==> src/rtl/serial_add_seq.sv <==
// serial_add_seq: bit-serial add/subtract built around a single full adder.
// One operand bit is processed per clock, LSB first; subtraction is done as
// a + ~b + 1 by preloading the carry with op. Results are registered at the
// end of the run and held until the next operation completes.

module full_adder (
   input  logic a,
   input  logic b,
   input  logic cin,
   output logic sum,
   output logic carry
);
   assign sum   = a ^ b ^ cin;
   assign carry = (a & b) | (a & cin) | (b & cin);
endmodule

module serial_add_seq #(
   parameter int WIDTH = 8
) (
   input  logic             clk,
   input  logic             rst_n,
   input  logic             start,
   input  logic             op,
   input  logic [WIDTH-1:0] a,
   input  logic [WIDTH-1:0] b,
   output logic [WIDTH-1:0] result,
   output logic             cout,
   output logic             ovf,
   output logic             busy,
   output logic             done
);
   localparam int CNT_W = $clog2(WIDTH + 1);

   typedef enum logic [1:0] {IDLE, RUN, DONE} state_t;

   state_t             state, state_nxt;
   logic [WIDTH-1:0]   a_sh;
   logic [WIDTH-1:0]   b_sh;
   logic [WIDTH-1:0]   r_sh;
   logic               carry_q;
   logic [CNT_W-1:0]   cnt;
   logic               last_bit;
   logic               fa_sum;
   logic               fa_carry;

   // The only adder in the block; fed from the operand shift registers
   full_adder u_fa (
      .a     (a_sh[0]),
      .b     (b_sh[0]),
      .cin   (carry_q),
      .sum   (fa_sum),
      .carry (fa_carry)
   );

   assign last_bit = (cnt == CNT_W'(WIDTH - 1));

   // State register
   always_ff @(posedge clk or negedge rst_n) begin
      if (!rst_n) state <= IDLE;
      else        state <= state_nxt;
   end

   // Next-state: DONE lasts exactly one cycle, start only honoured in IDLE
   always_comb begin
      state_nxt = state;
      case (state)
         IDLE:    if (start) state_nxt = RUN;
         RUN:     if (last_bit) state_nxt = DONE;
         DONE:    state_nxt = IDLE;
         default: state_nxt = IDLE;
      endcase
   end

   // Status outputs decoded from the state
   always_comb begin
      busy = (state == RUN);
      done = (state == DONE);
   end

   // Datapath: load on accept, shift one bit per RUN cycle, publish on the last bit
   always_ff @(posedge clk or negedge rst_n) begin
      if (!rst_n) begin
         a_sh    <= '0;
         b_sh    <= '0;
         r_sh    <= '0;
         carry_q <= 1'b0;
         cnt     <= '0;
         result  <= '0;
         cout    <= 1'b0;
         ovf     <= 1'b0;
      end else begin
         case (state)
            IDLE: begin
               if (start) begin
                  a_sh    <= a;
                  b_sh    <= op ? ~b : b;
                  carry_q <= op;
                  cnt     <= '0;
               end
            end
            RUN: begin
               a_sh    <= {1'b0, a_sh[WIDTH-1:1]};
               b_sh    <= {1'b0, b_sh[WIDTH-1:1]};
               r_sh    <= {fa_sum, r_sh[WIDTH-1:1]};
               carry_q <= fa_carry;
               cnt     <= cnt + CNT_W'(1);
               if (last_bit) begin
                  // carry_q here is the carry into the MSB
                  result <= {fa_sum, r_sh[WIDTH-1:1]};
                  cout   <= fa_carry;
                  ovf    <= fa_carry ^ carry_q;
               end
            end
            default: ;
         endcase
      end
   end

endmodule

==> config.mk <==
export PLATFORM = sky130hd
export DESIGN_NAME = serial_add_seq
export DESIGN_NICKNAME = d
export VERILOG_FILES = /design/src/rtl/serial_add_seq.sv
export SDC_FILE = /design/constraint.sdc
export NUM_CORES = 1
export LEC_CHECK = 0
export ABC_AREA = 1
export CAP_MARGIN = 20
export CORE_MARGIN = 10
export CORE_UTILIZATION = 35
export CTS_BUF_LIST = sky130_fd_sc_hd__clkbuf_8
export DETAILED_ROUTE_END_ITERATION = 8
export PLACE_DENSITY = 0.58
export SLEW_MARGIN = 10
export SYNTH_ARGS = -nofsm -noshare
export SYNTH_HDL_FRONTEND = slang
export SYNTH_HIERARCHICAL = 1
export SYNTH_SLANG_ARGS = --single-unit
==> constraint.sdc <==
create_clock -name clk -period 1.7 [get_ports clk]
set_clock_uncertainty 0.05 [all_clocks]
set_input_delay 0.425 -clock clk [delete_from_list [all_inputs] [get_ports clk]]
set_output_delay 0.425 -clock clk [all_outputs]
set_load 0.05 [all_outputs]
# Word level (Yosys, flattened, before mapping)
# Index checks and enable logic that the tools add are counted.
# Widths: inputs -> output; s select.
[word_totals]
in_bits = 20
output_inout_bits = 12
ff_bits = 41
[op_classes]
muxes = 12
reduce_logical = 5
n_eq_ne = 5
addsub = 1
n_bitwise = 9
[ops]
columns = ["op", "count"]
rows = [
  ["$pmux 8 s2", 2],
  ["$mux 8", 3],
  ["$not 8->8", 1],
  ["$pmux 4 s2", 1],
  ["$reduce_and 2->1", 3],
  ["$add 4x1->4 const B", 1],
  ["$eq 4x3->1 const B", 1],
  ["$mux 2", 2],
  ["$mux 4", 1],
  ["$pmux 2 s2", 1],
  ["$and 1x1->1", 3],
  ["$xor 1x1->1", 3],
  ["$eq 2x1->1 const B", 1],
  ["$eq 2x2->1 const B", 1],
  ["$logic_not 2->1", 1],
  ["$ne 2x1->1 const B", 1],
  ["$ne 2x2->1 const B", 1],
  ["$or 1x1->1", 2],
  ["$pmux 1 s2", 1],
  ["$reduce_bool 2->1", 1],
  ["$mux 1", 1],
]

# Depth between registers and ports, before layout
[depth]
word_depth = 4
ltp_mapped = 6

# Modules after synthesis
# The synthesis kept the hierarchy.
[by_module_without_submodules]
columns = ["mod", "cells_per_inst", "area_each_um2", "n_inst", "seq_area_each_um2"]
rows = [
  ["serial_add_seq", 225, 1824.2, 1, 1001.0],
  ["full_adder", 1, 20.0, 1, 0.0],
]

# Worst setup path before layout
# No wires, ideal clock.
[synth_timing]
path_type = "flip-flop to output port"
start = "register state[0]"
end = "output done"
stages_incl_launch_ff = 2
path_buffers = 0
path_slack_ns = 0.176
arrival_time_ns = 1.049
required_ns = 1.225
cell_sequence = "dfrtp_1 -> nor2_1"
[synth_between]
elab_chain_len = 1
[synth_rtl]
columns = ["item", "line", "text"]
rows = [
  ["from (decl)", "36", "state_t state, state_nxt;"],
  ["from (signal assigned)", "60", "else state <= state_nxt;"],
  ["$eq 2x2->1", "77", "done = (state == DONE);"],
  ["to (decl)", "30", "output logic done"],
]
# Every way passes these cells.

# Worst setup path after layout
[layout_timing]
start = "register state[1]"
end = "output busy"
[layout_between]
elab_chain_len = 1
[layout_rtl]
columns = ["item", "line", "text"]
rows = [
  ["$eq 2x1->1", "76", "busy = (state == RUN);"],
  ["to (decl)", "29", "output logic busy,"],
]
# Every way passes these cells.

==> summary.md <==
| Metric | Value |
|---|---|
| Status | complete, no violations |
| Switching Power | between 1500 and 2000 µW |
| Reg2Reg Setup Slack | between 300 and 400 ps |
| Root Driver | clkbuf_8 |
| Gate power share | between 40% and 50% |
| Grt total ovfl | 0 |
| Vias in the first global route | 1,539 |
| Worst hold path class | primary input to asynchronous set/reset pin |
| CP max stage delay | between 300 and 400 ps |
| Setup TNS | 0 ps |
| I/O Buffers | 31 |
| Power density cells | between 1500 and 2000 nW/µm² |
| Crit path to | busy |
| Initial DRT Pass Iterations | 4 |
| DRC viols | 0 |
| Max-slew violations | 0 |
| Crit path max fanout | 10 |
| Synth area leaders | dfrtp_1 54%, nand2_1 20%, nand3_1 11% |
| Final antenna-violating net count | 0 |
| Slew headroom | approximately two thirds |
| GR Util All Layers | 9.68% |
| Clock slew at reported path FFs | ~70 ps |
| First-pass GRT wire length | slightly below 7 mm |
| CP Cell Sequence | inv_2, nand2_4, inv_6, buf_12 |
| Cts bufs inserted | 5 |
| Yosys cell types | 19 |
| Synth Net Count | 248 |
| TritonCTS Sinks | 40 |
| # nets final | ~280 |
| RSZ-0062 raised after global routing | no |
| Period utilization | 92.0% |
| Crit Path Category | register to output port |
| Initial antenna violation count | 0 |
| Pint | 2530 µW |
| Fmax | 640 MHz |
| Standard-cell row count | 26 |
| Starting DRT DRC Count | 60 |
| Die height | 92.6 µm |
| Routed vias | 1,515 |
| Synth Warn # | 6 |
| R2r worst-path depth | 5 |
| CP Data Required Time | about 1200 ps |
| Crit. Startpoint | state[1] |
| N_diodes | 0 |
| Mapped Cells | 226 |
| Pin count of the biggest net entering global routing | ~40 |
| Lkg Pwr | between 0.001 and 0.0015 µW |
| Setup violators final | 0 |
| GP Congestion | roughly 0.74 |
| Critical Path Start Type | register |
| Switching portion of total power | between 40% and 50% |
| Leading area contributor after synthesis | dfrtp_1 |
| CTS max path bufs | 2 |
| Io pins | 32 |
| Critical-path top delay cell | dfrtp_1 |
| Sequential Power Share | about two fifths |
| Die X | between 90 and 100 µm |
| Sequential element share of the synthesized area | a little over half |
| Min Clock Period, post-route | 1560 ps |
| Wire per inst | approximately 12 µm |
| Crit. End Element | output port |
| Skew-Pair Late Insertion Delay | just under 300 ps |
| Total of max-cap violations | 0 |
| Synth-to-layout area growth | 32.1% |
| Least-Margin Pin Slew | 502 ps |
| Critical Path AT | 1090 ps |
| Core Footprint | 5110 µm² |
| DP Wirelength | 2.74 mm |
| Clock share of power | between 10% and 20% |
| Fraction of layout instances using a drive strength above 1 | ~13% |
| Post-CTS Hold Buffers | 0 |
| H-tree Lvls | 2 |
| Die ar. | 8570 µm² |
| Reg-to-Reg End | cout |
| #FFs+latches synth | 40 |
| WHS | 137 ps |
| Drt total wl | around 3.9 mm |
| Post-synth design cell area | between 1500 and 2000 µm² |
| Max rail drop VDD | approximately 670 µV |
| Syn avg cell area | approximately 8.2 µm² |
| Routed vias/inst | ~4.6 |
| CTS tree | yes |
| Worst r2r src | cnt[0] |
| Share of the synthesized area in the top cell type | a little over half |
| Initial Util | 36.1% |
| Final Hold Vio Count | 0 |
repair_timing:
item,4_1_cts,5_1_grt
buffers inserted,1,0
resized for setup,1,1
endpoints found under the setup margin,1,1
gates cloned,0,0
through the flow:
step / area, µm² / worst slack, ps / total power, µW / util, % / std cells
2_1_floorplan: 1840 / 176 / 2890 / - / 226
3_3_place_gp: 2340 / 67.1 / 3720 / 45.9 / 323
3_5_place_dp: 2340 / 29.6 / 3750 / 45.9 / 323
4_1_cts: 2430 / 52.2 / 4370 / 47.6 / 331
5_1_grt: 2440 / 62.1 / 4650 / 47.7 / 331
6_report: 2440 / 137 / 4320 / 47.7 / 331
kinds of logic (layout without fill, tap and decap cells):
family | after synthesis | in the layout | share of synthesized area, %
AOI/OAI and AO/OA | 10 | 10 | 2.71
xor gates and xnor gates | 2 | 2 | 0.950
adders and majority gates | 2 | 2 | 1.76
buffers and inverters | 25 | 60 | 7.06
DFF | 40 | 40 | 54.3
and+or+nand+nor | 147 | 147 | 33.2
cells in the mapped netlist:
library cell,n
nor2_2,2
nand2_2,2
nand3_1,39
nor2_1,3
o21ai_1,3
inv_4,1
nand4_1,1
ha_1,1
fa_1,1
buf_2,6
nand2_1,100
inv_2,2
xor2_1,1
buf_6,3
inv_1,12
dfrtp_1,40
xnor2_1,1
buf_4,1
o21ai_0,7
state kept, by name, summed over array words and instances (netlist names), 2 cells and up:
signal  flops
result      8
cnt         4
state       2
r_sh        7
a_sh        8
b_sh        8
routing by layer:
metal / wire (µm) / GRT usage [%] / up-vias
met5: 0 / 0 / -
met4: 57 / 3.47 / 0
met3: 209 / 3.95 / 7
met2: 1860 / 16.4 / 28
met1: 1810 / 10.7 / 695
li1: - / - / 785
worst max-delay path: cells and delay by family, from the launching register on:
family                 cells  cell delay (ps)
DFF                        1              390
buffers and inverters      3              310
and+or+nand+nor            1              100
layout by cell type (no fill, tap or decap):
master / instances
xor2_1: 1
buf_2: 1
nand4_1: 1
nor2_1: 3
buf_12: 13
buf_4: 6
clkinv_2: 1
ha_1: 1
o21ai_0: 7
inv_1: 13
nand2_4: 1
nand2_1: 100
clkbuf_8: 5
o21ai_1: 3
inv_2: 2
fa_1: 1
dfrtp_1: 40
xnor2_1: 1
clkdlybuf4s50_1: 18
nand2_2: 1
nor2_2: 2
nand3_1: 39
inv_6: 1
final cells by class:
| type | instances | area [µm²] |
|---|---|---|
| clock inverter | 2 | 8.76 |
| timing repair buffer | 38 | 490 |
| sequential | 40 | 1000 |
| clock buffer | 5 | 68.8 |
| tap | 70 | 87.6 |
| fill | 506 | 2670 |
| inverter | 15 | 61.3 |
| multi-input combinational | 161 | 718 |
power by group through the flow:
stage | clock [µW] | sequential (µW) | combinational, µW
finish | 582 | 1680 | 2060
global route | 643 | 1730 | 2270
CTS | 607 | 1680 | 2090
detailed placement | 0 | 1690 | 2060
global placement | 0 | 1680 | 2040
floorplan | 0 | 1960 | 927
how the worst min path moves through the flow:
stage,startpoint,endpoint,slack [ps],cells after the start
2_1_floorplan,rst_n,a_sh[0],80,0
3_3_place_gp,r_sh[2],result[1],400,2
3_5_place_dp,r_sh[1],result[0],410,2
4_1_cts,rst_n,result[0],160,2
5_1_grt,rst_n,result[0],190,2
6_report,rst_n,result[0],140,2
(Power assumes the default switching activity.)
